$ cat src/rtl/proc_isa_pkg.sv
// Shared ISA definitions for the proc processor: opcodes, instruction field slices,
// the default halt word and the sequencer state encoding.
package proc_isa_pkg;

  localparam int WORD_W = 9;
  typedef logic [WORD_W-1:0] word_t;
  typedef logic [2:0]        opcode_t;
  typedef logic [2:0]        reg_idx_t;

  localparam opcode_t OP_MV  = 3'b000;
  localparam opcode_t OP_MVI = 3'b001;
  localparam opcode_t OP_ADD = 3'b010;
  localparam opcode_t OP_SUB = 3'b011;

  // Instruction word layout is IIIXXXYYY.
  localparam int OP_MSB = 8;
  localparam int OP_LSB = 6;
  localparam int X_MSB  = 5;
  localparam int X_LSB  = 3;
  localparam int Y_MSB  = 2;
  localparam int Y_LSB  = 0;

  localparam word_t DEFAULT_HALT_WORD = 9'h1FF;

  typedef enum logic [2:0] {
    SEQ_IDLE,
    SEQ_FETCH,
    SEQ_DECODE,
    SEQ_ISSUE,
    SEQ_WAIT,
    SEQ_HALTED,
    SEQ_ERROR
  } seq_state_e;

  function automatic opcode_t op_field(input word_t w);
    return w[OP_MSB:OP_LSB];
  endfunction

  function automatic reg_idx_t x_field(input word_t w);
    return w[X_MSB:X_LSB];
  endfunction

  function automatic reg_idx_t y_field(input word_t w);
    return w[Y_MSB:Y_LSB];
  endfunction

  function automatic logic seq_busy(input seq_state_e s);
    return s inside {SEQ_FETCH, SEQ_DECODE, SEQ_ISSUE, SEQ_WAIT};
  endfunction

endpackage

$ cat src/rtl/done_watchdog.sv
// Clearable up-counter that bounds how long the sequencer waits for Done.
module done_watchdog #(
  parameter int TIMEOUT = 16
) (
  input  logic clk,
  input  logic rst_n,
  input  logic clr,
  input  logic inc,
  output logic expired
);

  localparam int CNT_W = $clog2(TIMEOUT + 1);

  logic [CNT_W-1:0] count;

  always_ff @(posedge clk or negedge rst_n) begin
    if (!rst_n) begin
      count <= '0;
    end else if (clr) begin
      count <= '0;
    end else if (inc && count != CNT_W'(TIMEOUT)) begin
      count <= count + CNT_W'(1);
    end
  end

  // Asserted while the pending increment would reach TIMEOUT, so the owner can
  // leave WAIT on the very edge where the limit is hit.
  assign expired = (count == CNT_W'(TIMEOUT - 1));

endmodule

$ cat src/rtl/proc_inst_sequencer.sv
// Fetches IIIXXXYYY words from a synchronous ROM and issues them to proc with a
// one-cycle Run pulse, supplying the mvi immediate and waiting for Done.
module proc_inst_sequencer
  import proc_isa_pkg::*;
#(
  parameter int    ADDR_W    = 5,
  parameter word_t HALT_WORD = DEFAULT_HALT_WORD,
  parameter int    TIMEOUT   = 16
) (
  input  logic              CLOCK_50,
  input  logic              Resetn,
  input  logic              Start,
  input  logic              Done,
  output logic [ADDR_W-1:0] mem_addr,
  input  logic [8:0]        mem_data,
  output logic [8:0]        Instruction,
  output logic              Run,
  output logic              Busy,
  output logic              Halted,
  output logic              Error
);

  seq_state_e        state, state_next;
  logic [ADDR_W-1:0] pc, pc_next;
  word_t             instr_next;
  logic              run_next;
  logic              wd_clr, wd_inc, wd_expired;

  done_watchdog #(.TIMEOUT(TIMEOUT)) u_watchdog (
    .clk     (CLOCK_50),
    .rst_n   (Resetn),
    .clr     (wd_clr),
    .inc     (wd_inc),
    .expired (wd_expired)
  );

  // NOTE: every signal written here gets a default first, so no path can infer a latch.
  always_comb begin
    state_next = state;
    pc_next    = pc;
    instr_next = Instruction;
    run_next   = 1'b0;
    wd_clr     = 1'b0;
    wd_inc     = 1'b0;
    mem_addr   = pc;

    unique case (state)
      SEQ_IDLE, SEQ_HALTED, SEQ_ERROR: begin
        if (Start) begin
          state_next = SEQ_FETCH;
          pc_next    = '0;
        end
      end
      SEQ_FETCH: state_next = SEQ_DECODE;
      SEQ_DECODE: begin
        // Prefetch the following word: it is the immediate if this is an mvi.
        mem_addr = pc + ADDR_W'(1);
        if (mem_data == HALT_WORD) begin
          state_next = SEQ_HALTED;
        end else begin
          instr_next = mem_data;
          run_next   = 1'b1;
          state_next = SEQ_ISSUE;
        end
      end
      SEQ_ISSUE: begin
        wd_clr = 1'b1;
        if (op_field(Instruction) == OP_MVI) begin
          instr_next = mem_data;
          pc_next    = pc + ADDR_W'(2);
        end else begin
          pc_next    = pc + ADDR_W'(1);
        end
        state_next = SEQ_WAIT;
      end
      SEQ_WAIT: begin
        if (Done) begin
          state_next = SEQ_FETCH;
        end else if (wd_expired) begin
          state_next = SEQ_ERROR;
        end else begin
          wd_inc = 1'b1;
        end
      end
      default: state_next = SEQ_IDLE;
    endcase
  end

  // NOTE: sequential state uses non-blocking assignments so every register sees pre-edge values.
  always_ff @(posedge CLOCK_50 or negedge Resetn) begin
    if (!Resetn) begin
      state       <= SEQ_IDLE;
      pc          <= '0;
      Instruction <= '0;
      Run         <= 1'b0;
      Busy        <= 1'b0;
      Halted      <= 1'b0;
      Error       <= 1'b0;
    end else begin
      state       <= state_next;
      pc          <= pc_next;
      Instruction <= instr_next;
      Run         <= run_next;
      Busy        <= seq_busy(state_next);
      Halted      <= (state_next == SEQ_HALTED);
      Error       <= (state_next == SEQ_ERROR);
    end
  end

endmodule

$ cat config.mk
export PLATFORM = sky130hd
export DESIGN_NAME = proc_inst_sequencer
export DESIGN_NICKNAME = d
export VERILOG_FILES = /design/src/rtl/proc_isa_pkg.sv /design/src/rtl/done_watchdog.sv /design/src/rtl/proc_inst_sequencer.sv
export SDC_FILE = /design/constraint.sdc
export NUM_CORES = 1
export LEC_CHECK = 0
export ABC_AREA = 1
export BUFFER_PORTS_ARGS = -buffer_cell sky130_fd_sc_hd__buf_4
export CAP_MARGIN = 20
export CORE_UTILIZATION = 30
export CTS_BUF_LIST = sky130_fd_sc_hd__clkbuf_2
export CTS_CLUSTER_SIZE = 30
export DETAILED_ROUTE_END_ITERATION = 12
export HOLD_SLACK_MARGIN = 0.1
export SYNTH_ARGS = -nofsm -noshare
export SYNTH_HDL_FRONTEND = slang
export SYNTH_HIERARCHICAL = 1
export SYNTH_SLANG_ARGS = --single-unit
$ cat constraint.sdc
create_clock -name CLOCK_50 -period 4.1 [get_ports CLOCK_50]
set_clock_uncertainty 0.1 [all_clocks]
set_input_delay 0.41 -clock CLOCK_50 [delete_from_list [all_inputs] [get_ports CLOCK_50]]
set_output_delay 0.41 -clock CLOCK_50 [all_outputs]
set_load 0.005 [all_outputs]
==> run_results.csv <==
group,metric,value,unit
synthesis,ys_types,24,
sta,worst_pin_slew,481,ps
grt,met1_usage,17.7,%
finish,area_growth,20.9,%
routing,first_iter_violations,36,
min_path,hold_class,"input port to register",
synthesis,synth.cell_area,1510,sq um
routing,vias,1345,
min_path,min_from,"mem_data[2]",
sta,period_share,52.5,%
finish,drive_gt1_share,20.3,%
synthesis,yosysSeqAreaShare,43.1,%
cts,cts.sinks,26,
grt,grt_pass1_wl,5.44,mm
critical_path,startpoint_type,"register",
cts,clkSlewWorstSetupHoldPaths,220,ps
finish,fillCellCount,508,
finish,stdcell_count,299,
power_and_ir_drop,pwr-share-clk,8.1,%
sta,setup_viol,0,
routing,drc,0,
cts,cts.path.max_buffers,2,
placement,placed_cells,294,
placement,io_buffers,30,
synthesis,synthesis.nets,218,
finish,n_antenna_cell,0,
critical_path,crit_arrival,1640,ps
synthesis,postSynth.asyncResetShare,100,%
grt,track_usage,13.0,%
power_and_ir_drop,switching_share,44.3,%
grt,grt_pass1_vias,1222,
die,die_h,73.0,um
sta,finalHoldViolCount,0,
critical_path,cp-startpoint,"state[2]$_DFF_PN0_",
power_and_ir_drop,peakVddDrop,285,uV
sta,slew_headroom,67.8,%
cts,numCtsBuffers,3,
critical_path,worstSetupPathType,"register to output port",
routing,dr.pass1.iters,4,
cts,htree_levels,1,
die,initial_core_util,31.6,%
cts,cts_resized,0,
die,dieArea,5320,sq um
routing,wire_per_inst,10.6,um
run_status,status,"finished clean",
die,pin_count,31,
sta,fin_crit,2150,ps
critical_path,reg2reg_from,"u_watchdog/count[0]$_DFFE_PN0P_",
critical_path,path_max_fanout,7,
critical_path,end_kind,"output port",
grt,grt_max_degree,27,
grt,busiest_layer,"met2",
synthesis,synth-edff-count,0,
power_and_ir_drop,pwr-share-seq,39.9,%
sta,drv_slew,0,
power_and_ir_drop,switchingPower,506,uW
finish,mostFrequentLayoutCell,"nand2_1",
routing,drt-total-wl,3.18,mm
placement,gp_congestion,0.753,
synthesis,yosys_most_used_dff,"dfrtp_1",
grt,grt_use_met2,21.7,%
placement,dp_hpwl,2.43,mm
critical_path,cp.required,3590,ps
grt,antenna_found_initial,0,
finish,layout_common_cells,"nand2_1 (64), buf_4 (30), nand3_1 (29)",
grt,gr-usage-met3,1.66,%
sta,fmax,464,MHz
power_and_ir_drop,intPower,637,uW
routing,via_per_inst,4.50,
synthesis,ys_ff_latch,26,
sta,fin_setup_tns,0,ps
sta,grt_setup_unrepaired,"no",
power_and_ir_drop,combPwrFrac,52.0,%
die,core,4790,sq um
cts,root_buffer,"clkbuf_2",
routing,postRouteAntennaNets,0,
job,maxCapViolCount,0,
cts,insertion_delay,340,ps
die,num_rows,25,
power_and_ir_drop,leakagePower,0.999,nW
cts,cts_tree,"yes",
sta,finalWorstSetupSlack,1950,ps
synthesis,syn_inst,200,
die,die_width,73.0,um
synthesis,ys_warn_count,6,
power_and_ir_drop,power.density,626,nW/um^2
grt,grt-ovfl-total,0,
finish,nets,251,
placement,dp_slack,2210,ps
synthesis,synth_area_per_cell,7.55,sq um
==> stage by stage <==
step	hold WS [ps]	power (mW)	util (%)	area, sq um
floorplan	14.4	0.838	-	1510
global route	126	1.27	38.1	1830
finish	164	1.14	38.1	1830
CTS	135	1.16	38.1	1830
detailed placement	243	1.06	37.5	1800
global placement	241	1.06	37.5	1800
==> cells by family after synthesis <==
kind of cell,synth area share [%]
DFF,43.1
buffers and inverters,6.71
and+or+nand+nor,38.6
adders and majority gates,4.14
AOI/OAI and AO/OA,3.98
xor gates and xnor gates,3.48
==> state kept, by name, summed over array words and instances, names as in the netlist <==
register and count:
Run 1, Halted 1, Instruction 9, u_watchdog/count 5, Error 1, pc 5, Busy 1, state 3
==> cell usage after synthesis, drive strengths merged, types with 2 or more instances <==
cell type | n | area share (%)
xor2 | 6 | 3.5
nor2 | 23 | 7.0
inv | 19 | 4.9
ha | 5 | 4.1
nand2 | 69 | 18
nand3 | 30 | 10
nand4 | 6 | 2.5
o21ai | 9 | 3.0
buf | 2 | 1.2
dfrtp | 26 | 43
==> power groups by stage <==
stage	registers (mW)	clock network, mW	logic [mW]
2_1_floorplan	0.444	0	0.394
3_3_place_gp	0.461	0	0.596
3_5_place_dp	0.460	0	0.603
4_1_cts	0.457	0.100	0.605
5_1_grt	0.472	0.110	0.686
6_report	0.457	0.0928	0.594
==> final timing paths <==
path                                                    to  slack (ps)  depth (start not counted)
min in group asynchronous                    Run$_DFF_PN0_         370                          2
worst min register to register  Instruction[5]$_DFFE_PN0P_         450                          2
max in group asynchronous                pc[1]$_DFFE_PN0P_        3270                          2
worst min-delay path            Instruction[2]$_DFFE_PN0P_         160                          3
worst max register to register              Busy$_DFF_PN0_        2180                         10
worst max-delay path                           mem_addr[0]        1950                          5
==> routing by layer <==
layer,wire length [um],vias to the layer above
met2,1510,25
li1,-,710
met3,120,2
met4,19,0
met1,1530,608
met5,0,-
==> critical path: stages, from the launching register on <==
cell and delay, ps:
dfrtp_1 530, inv_2 120, nand2_1 60, nor2_2 240, xor2_1 230, buf_4 140
==> repair_timing <==
| item | in CTS | in global routing |
|---|---|---|
| hold endpoints to repair | 26 | 0 |
| hold buffers | 1 | 0 |
| setup endpoints to repair | 0 | 0 |
| setup buffers | 0 | 0 |
==> area by class of cell <==
class	count	area (sq um)	area share [%]
Clock buffer	3	15.0	0.822
Clock inverter	1	3.75	0.206
Multi-Input combinational cell	151	758	41.5
Sequential cell	26	651	35.6
Tap cell	67	83.8	4.59
Inverter	20	78.8	4.32
Timing Repair Buffer	31	235	12.9
Note: power is estimated with default switching activity, not from simulation.
